`config.mk`:
```
export PLATFORM = sky130hd
export DESIGN_NAME = hsv_rgb_arb_flat
export DESIGN_NICKNAME = d
export VERILOG_FILES = /design/src/rtl/hsv_rgb_arb_if.sv /design/src/rtl/hsv_rgb_arb.sv /design/src/flat_wrapper.sv
export SDC_FILE = /design/constraint.sdc
export NUM_CORES = 1
export LEC_CHECK = 0
export ABC_AREA = 1
export BUFFER_PORTS_ARGS = -buffer_cell sky130_fd_sc_hd__buf_2
export CORE_ASPECT_RATIO = 0.9
export CORE_MARGIN = 8
export CORE_UTILIZATION = 40
export DETAILED_ROUTE_END_ITERATION = 10
export PLACE_DENSITY_LB_ADDON = 0.3
export SETUP_SLACK_MARGIN = 0.4
export SLEW_MARGIN = 20
export SYNTH_ARGS = -nofsm -noshare
export SYNTH_HDL_FRONTEND = slang
export SYNTH_SLANG_ARGS = --single-unit
```
`constraint.sdc`:
```
create_clock -name clk -period 3.67 [get_ports clk]
set_clock_uncertainty 0.1 [all_clocks]
set_input_delay 0.1835 -clock clk [delete_from_list [all_inputs] [get_ports clk]]
set_output_delay 0.1835 -clock clk [all_outputs]
set_load 0.03 [all_outputs]
```
`src/rtl/hsv_rgb_arb_if.sv`:
```
// Request/response handshake bundle between the two requesters
// and the shared HSV-to-RGB arbiter.
interface hsv_rgb_arb_if;
    logic [1:0]  req_valid;
    logic [23:0] req_hsv0;
    logic [23:0] req_hsv1;
    logic [1:0]  req_ready;
    logic [1:0]  rsp_valid;
    logic [1:0]  rsp_ready;
    logic [23:0] rsp_rgb;

    modport master (
        output req_valid, req_hsv0, req_hsv1, rsp_ready,
        input  req_ready, rsp_valid, rsp_rgb
    );

    modport slave (
        input  req_valid, req_hsv0, req_hsv1, rsp_ready,
        output req_ready, rsp_valid, rsp_rgb
    );
endinterface

```
`src/rtl/hsv_rgb_arb.sv`:
```
// Two-requester arbiter around a shared HSV-to-RGB converter:
// hue normalisation, settle wait, result capture and return.
module hsv_rgb_arb #(
    parameter int LAT = 2
) (
    input  logic          clk,
    input  logic          rst,
    hsv_rgb_arb_if.slave  bus,
    output logic [23:0]   cv_hsv,
    input  logic [23:0]   cv_rgb,
    output logic          busy,
    output logic [15:0]   wrap_cnt
);
    localparam logic [1:0] IDLE = 2'd0;
    localparam logic [1:0] WAIT = 2'd1;
    localparam logic [1:0] RESP = 2'd2;

    logic [1:0]  state;
    logic        pri;
    logic        tag;
    logic [3:0]  cnt;
    logic [15:0] wcnt;
    logic [1:0]  rvld;
    logic [23:0] rrgb;
    logic        bsy;

    logic [1:0]  grant;
    logic        gsel;
    logic [23:0] hsv_in;
    logic [8:0]  hue_in;
    logic        wrap;
    logic [8:0]  hue_n;

    // Grant is only offered in IDLE; pri breaks ties.
    always_comb begin
        grant = 2'b00;
        gsel  = 1'b0;
        if (state == IDLE) begin
            unique case (bus.req_valid)
                2'b01: begin
                    grant = 2'b01;
                    gsel  = 1'b0;
                end
                2'b10: begin
                    grant = 2'b10;
                    gsel  = 1'b1;
                end
                2'b11: begin
                    grant = pri ? 2'b10 : 2'b01;
                    gsel  = pri;
                end
                default: begin
                    grant = 2'b00;
                    gsel  = 1'b0;
                end
            endcase
        end
    end

    // Winner's word with hue folded back into 0..359.
    always_comb begin
        hsv_in = gsel ? bus.req_hsv1 : bus.req_hsv0;
        hue_in = hsv_in[23:15];
        wrap   = (hue_in >= 9'd360);
        hue_n  = wrap ? (hue_in - 9'd360) : hue_in;
    end

    assign bus.req_ready = grant;
    assign bus.rsp_valid = rvld;
    assign bus.rsp_rgb   = rrgb;
    assign busy          = bsy;
    assign wrap_cnt      = wcnt;

    // Accept, settle-wait, capture and hand back the result.
    always_ff @(posedge clk or posedge rst) begin
        if (rst) begin
            state  <= IDLE;
            pri    <= 1'b0;
            tag    <= 1'b0;
            cnt    <= 4'd0;
            wcnt   <= 16'd0;
            rvld   <= 2'b00;
            rrgb   <= 24'd0;
            bsy    <= 1'b0;
            cv_hsv <= 24'd0;
        end else begin
            unique case (state)
                IDLE: begin
                    if (grant != 2'b00) begin
                        cv_hsv <= {hue_n, hsv_in[14:0]};
                        tag    <= gsel;
                        cnt    <= 4'(LAT - 1);
                        bsy    <= 1'b1;
                        state  <= WAIT;
                        if (wrap && wcnt != 16'hFFFF)
                            wcnt <= wcnt + 16'd1;
                    end
                end
                WAIT: begin
                    if (cnt == 4'd0) begin
                        rrgb  <= cv_rgb;
                        rvld  <= tag ? 2'b10 : 2'b01;
                        state <= RESP;
                    end else begin
                        cnt <= cnt - 4'd1;
                    end
                end
                RESP: begin
                    if (bus.rsp_ready[tag]) begin
                        rvld  <= 2'b00;
                        pri   <= ~tag;
                        bsy   <= 1'b0;
                        state <= IDLE;
                    end
                end
                default: begin
                    state <= IDLE;
                end
            endcase
        end
    end
endmodule

```
`src/flat_wrapper.sv`:
```
// flat-port wrapper written by rule: the top's interface ports become plain ports
module hsv_rgb_arb_flat 
#(
    parameter int LAT = 2
)
  (clk, rst, cv_hsv, cv_rgb, busy, wrap_cnt, bus_req_valid, bus_req_hsv0, bus_req_hsv1, bus_rsp_ready, bus_req_ready, bus_rsp_valid, bus_rsp_rgb);
  hsv_rgb_arb_if bus_i ();
  input  logic clk;
  input  logic rst;
  output logic [23:0] cv_hsv;
  input  logic [23:0] cv_rgb;
  output logic busy;
  output logic [15:0] wrap_cnt;
  input wire logic [$bits(bus_i.req_valid)-1:0] bus_req_valid;
  input wire logic [$bits(bus_i.req_hsv0)-1:0] bus_req_hsv0;
  input wire logic [$bits(bus_i.req_hsv1)-1:0] bus_req_hsv1;
  input wire logic [$bits(bus_i.rsp_ready)-1:0] bus_rsp_ready;
  output wire logic [$bits(bus_i.req_ready)-1:0] bus_req_ready;
  output wire logic [$bits(bus_i.rsp_valid)-1:0] bus_rsp_valid;
  output wire logic [$bits(bus_i.rsp_rgb)-1:0] bus_rsp_rgb;
  assign bus_i.req_valid = bus_req_valid;
  assign bus_i.req_hsv0 = bus_req_hsv0;
  assign bus_i.req_hsv1 = bus_req_hsv1;
  assign bus_i.rsp_ready = bus_rsp_ready;
  assign bus_req_ready = bus_i.req_ready;
  assign bus_rsp_valid = bus_i.rsp_valid;
  assign bus_rsp_rgb = bus_i.rsp_rgb;
  hsv_rgb_arb #(.LAT(LAT)) u_core (.clk(clk), .rst(rst), .bus(bus_i), .cv_hsv(cv_hsv), .cv_rgb(cv_rgb), .busy(busy), .wrap_cnt(wrap_cnt));
endmodule
```
==> run metrics <==
HPWL after DPL 7690 µm; Distinct cells, synth 34; sequential area share after synthesis 0.486; Inserted Diodes 0; most common cell after layout, fill and taps aside buf_2; post-CTS sizing 0; Post-synth top flop dfrtp_1; RSZ-0062 raised after global routing false; DR vias/cell 4.81; Cell Area, Synth 3860 µm²; uppermost layer routed met4; Vias approximately 3.5k; status complete, no violations; maximum clock insertion buffer count 2; nets@finish between 600 and 700; leak pwr 2.68 nW; R2R Setup Slk about 0.92 ns; TNS Setup 0 ns; Critical Path Start Type flop; synthesized net count 518; Post-Route WL 10600 µm; Arr. time, crit path 2.92 ns; worst slew pin tran about 0.69 ns; Yosys reg bits 75; initial antenna violation count 0; WHS Path Cells 3; Overall Power around 4.5 mW; reg2reg path depth 10; maxcap violations 0; share of cells above drive strength 1 0.360; clock root buffer clkbuf_8; Final Hold Viols 0; Final ANT Viol Nets 0; DRT Pass-1 Iters 4; hold path startpoint bus_req_hsv1[5]; IO Port Bufs 146; Post-synth EDFFs 0; synth-to-layout area growth 34.2%; placed instance area approximately 4700 µm²; Worst setup EP type flop; FMAX ~360 MHz; Setup Buffers After CTS 0; Placer Congestion 0.871; Residual DRC 0; Routed WL per cell 14.4 µm; slew margin rel. 0.538; Final period util 0.750; commonest cells after routing, fill and taps aside buf_2, nand2_1, dfrtp_1, inv_1, o21ai_0; routed wl met2 4910 µm; total global routing overflow 0; Synth top area share 0.486; Hold Crit Class primary input to flop; H-tree Lvls 3; Worst Setup SP u_core.state[1]; Max VDD drop 0.000361 V; first-pass GRT wire length 17300 µm; cell taking the most area after synthesis dfrtp_1; cell count after synthesis 436; Die W 120 µm; Ys Warns 0; Starting Density 0.405; register area 1880 µm²; Core Rows 34; CTS tree built; total track usage 0.161; vias in the first global route 3601; clock latency on the worst-skew pair 0.35 ns; cts bufs inserted 9; Met1 Wirelength 4800 µm; core box area 9530 µm²; Pwr Density approximately 860 nW/µm²; fraction of registers with async set or reset after synthesis 1.00; Crit Path Category flop to flop; cts hold-fix bufs 25; design area 5180 µm²; Die Footprint roughly 13000 µm²; Die Ht 109 µm; clk slew on worst S/H paths 0.08 ns; CP Max Fanout 32; Final Critical Period between 2 and 3 ns; Syn Area/Cell 8.86 µm²; setup violators final 0; CTS sink cnt 75; I/O Pins 147; fillers around 860; RR Startpoint u_core.state[1]; multi-input logic area 1720 µm²; required time worst endpoint between 3 and 4 ns; pin count of the biggest net entering global routing 34; ranking of synthesized cells by area dfrtp_1, nand2_1, mux2_2; Max Slew Vio Count 0; met3 routed wirelength 776 µm; 1st-iter DRT viols 236
[final timing paths]
| path | to |
|---|---|
| worst max register to register | u_core.wrap_cnt[10] |
| min in group asynchronous | u_core.bus.rsp_rgb[1] |
| worst max-delay path | u_core.wrap_cnt[10] |
| worst min register to register | u_core.cv_hsv[19] |
| worst min-delay path | u_core.cv_hsv[5] |
| max in group asynchronous | u_core.bus.rsp_rgb[11] |
[area by class of cell]
| cell class | instances | share of cell area |
|---|---|---|
| Sequential cell | 75 | 0.362 |
| Clock inverter | 6 | 0.0263 |
| Tap cell | 126 | 0.0304 |
| Clock buffer | 10 | 0.0265 |
| Timing Repair Buffer | 174 | 0.194 |
| Multi-Input combinational cell | 304 | 0.332 |
| Inverter | 40 | 0.0294 |
[cells by family after synthesis]
family | share of synthesized area
XOR/XNOR | 0.0363
flip-flops | 0.486
buffers and inverters | 0.0687
AND/OR/NAND/NOR | 0.233
adder cells (fa/ha/maj) | 0.0130
multiplexers | 0.0700
AO/OA/AOI/OAI | 0.0930
[per-stage QoR]
stage	hold WS, ns	cells	utilization	worst slack (ns)
after floorplan	0.234	436	-	1.43
after global placement	0.214	694	0.489	1.01
after detailed placement	0.232	694	0.489	0.925
after CTS	0.00680	735	0.544	0.891
after global routing	0.00612	735	0.544	0.613
final	0.0157	735	0.544	0.919
[Yosys cell counts, types with 6 or more instances]
| library cell | count |
|---|---|
| nand2_1 | 106 |
| nor3_1 | 6 |
| o21ai_0 | 29 |
| mux2_2 | 24 |
| xor2_1 | 12 |
| nand4_1 | 14 |
| a21oi_1 | 18 |
| nand3_1 | 22 |
| o21ai_2 | 6 |
| o21ai_1 | 6 |
| dfrtp_1 | 75 |
| nor2_1 | 28 |
| nand2_2 | 7 |
| inv_1 | 36 |
| buf_2 | 6 |
[critical path: stages, from the launching register on]
cell and delay, ns:
dfrtp_1 0.42, nor2_4 0.28, nand3_4 0.36, inv_2 0.36, or2_1 0.38, nand2_1 0.11, a21oi_2 0.16, nand2_4 0.16
inv_4 0.18, nand2_1 0.07, o21ai_1 0.08
[where the power goes]
part	total [mW]	switching (mW)	internal [mW]
Sequential	1.43	0.233	1.20
Combinational	2.18	1.47	0.703
Clock	0.853	0.313	0.540
[routing by layer]
layer,GRT usage,vias to the layer above
li1,-,1758
met1,0.211,1635
met2,0.255,131
met3,0.0502,11
met4,0.0392,0
met5,0,-
[registers in the layout, indices dropped and copies added (netlist names)]
name and flops:
u_core.wrap_cnt 16, u_core.busy 1, u_core.tag 1, u_core.bus.rsp_valid 2, u_core.state 2, u_core.cnt 4, u_core.pri 1, u_core.bus.rsp_rgb 24
u_core.cv_hsv 24
Note: power is estimated with default switching activity, not from simulation.
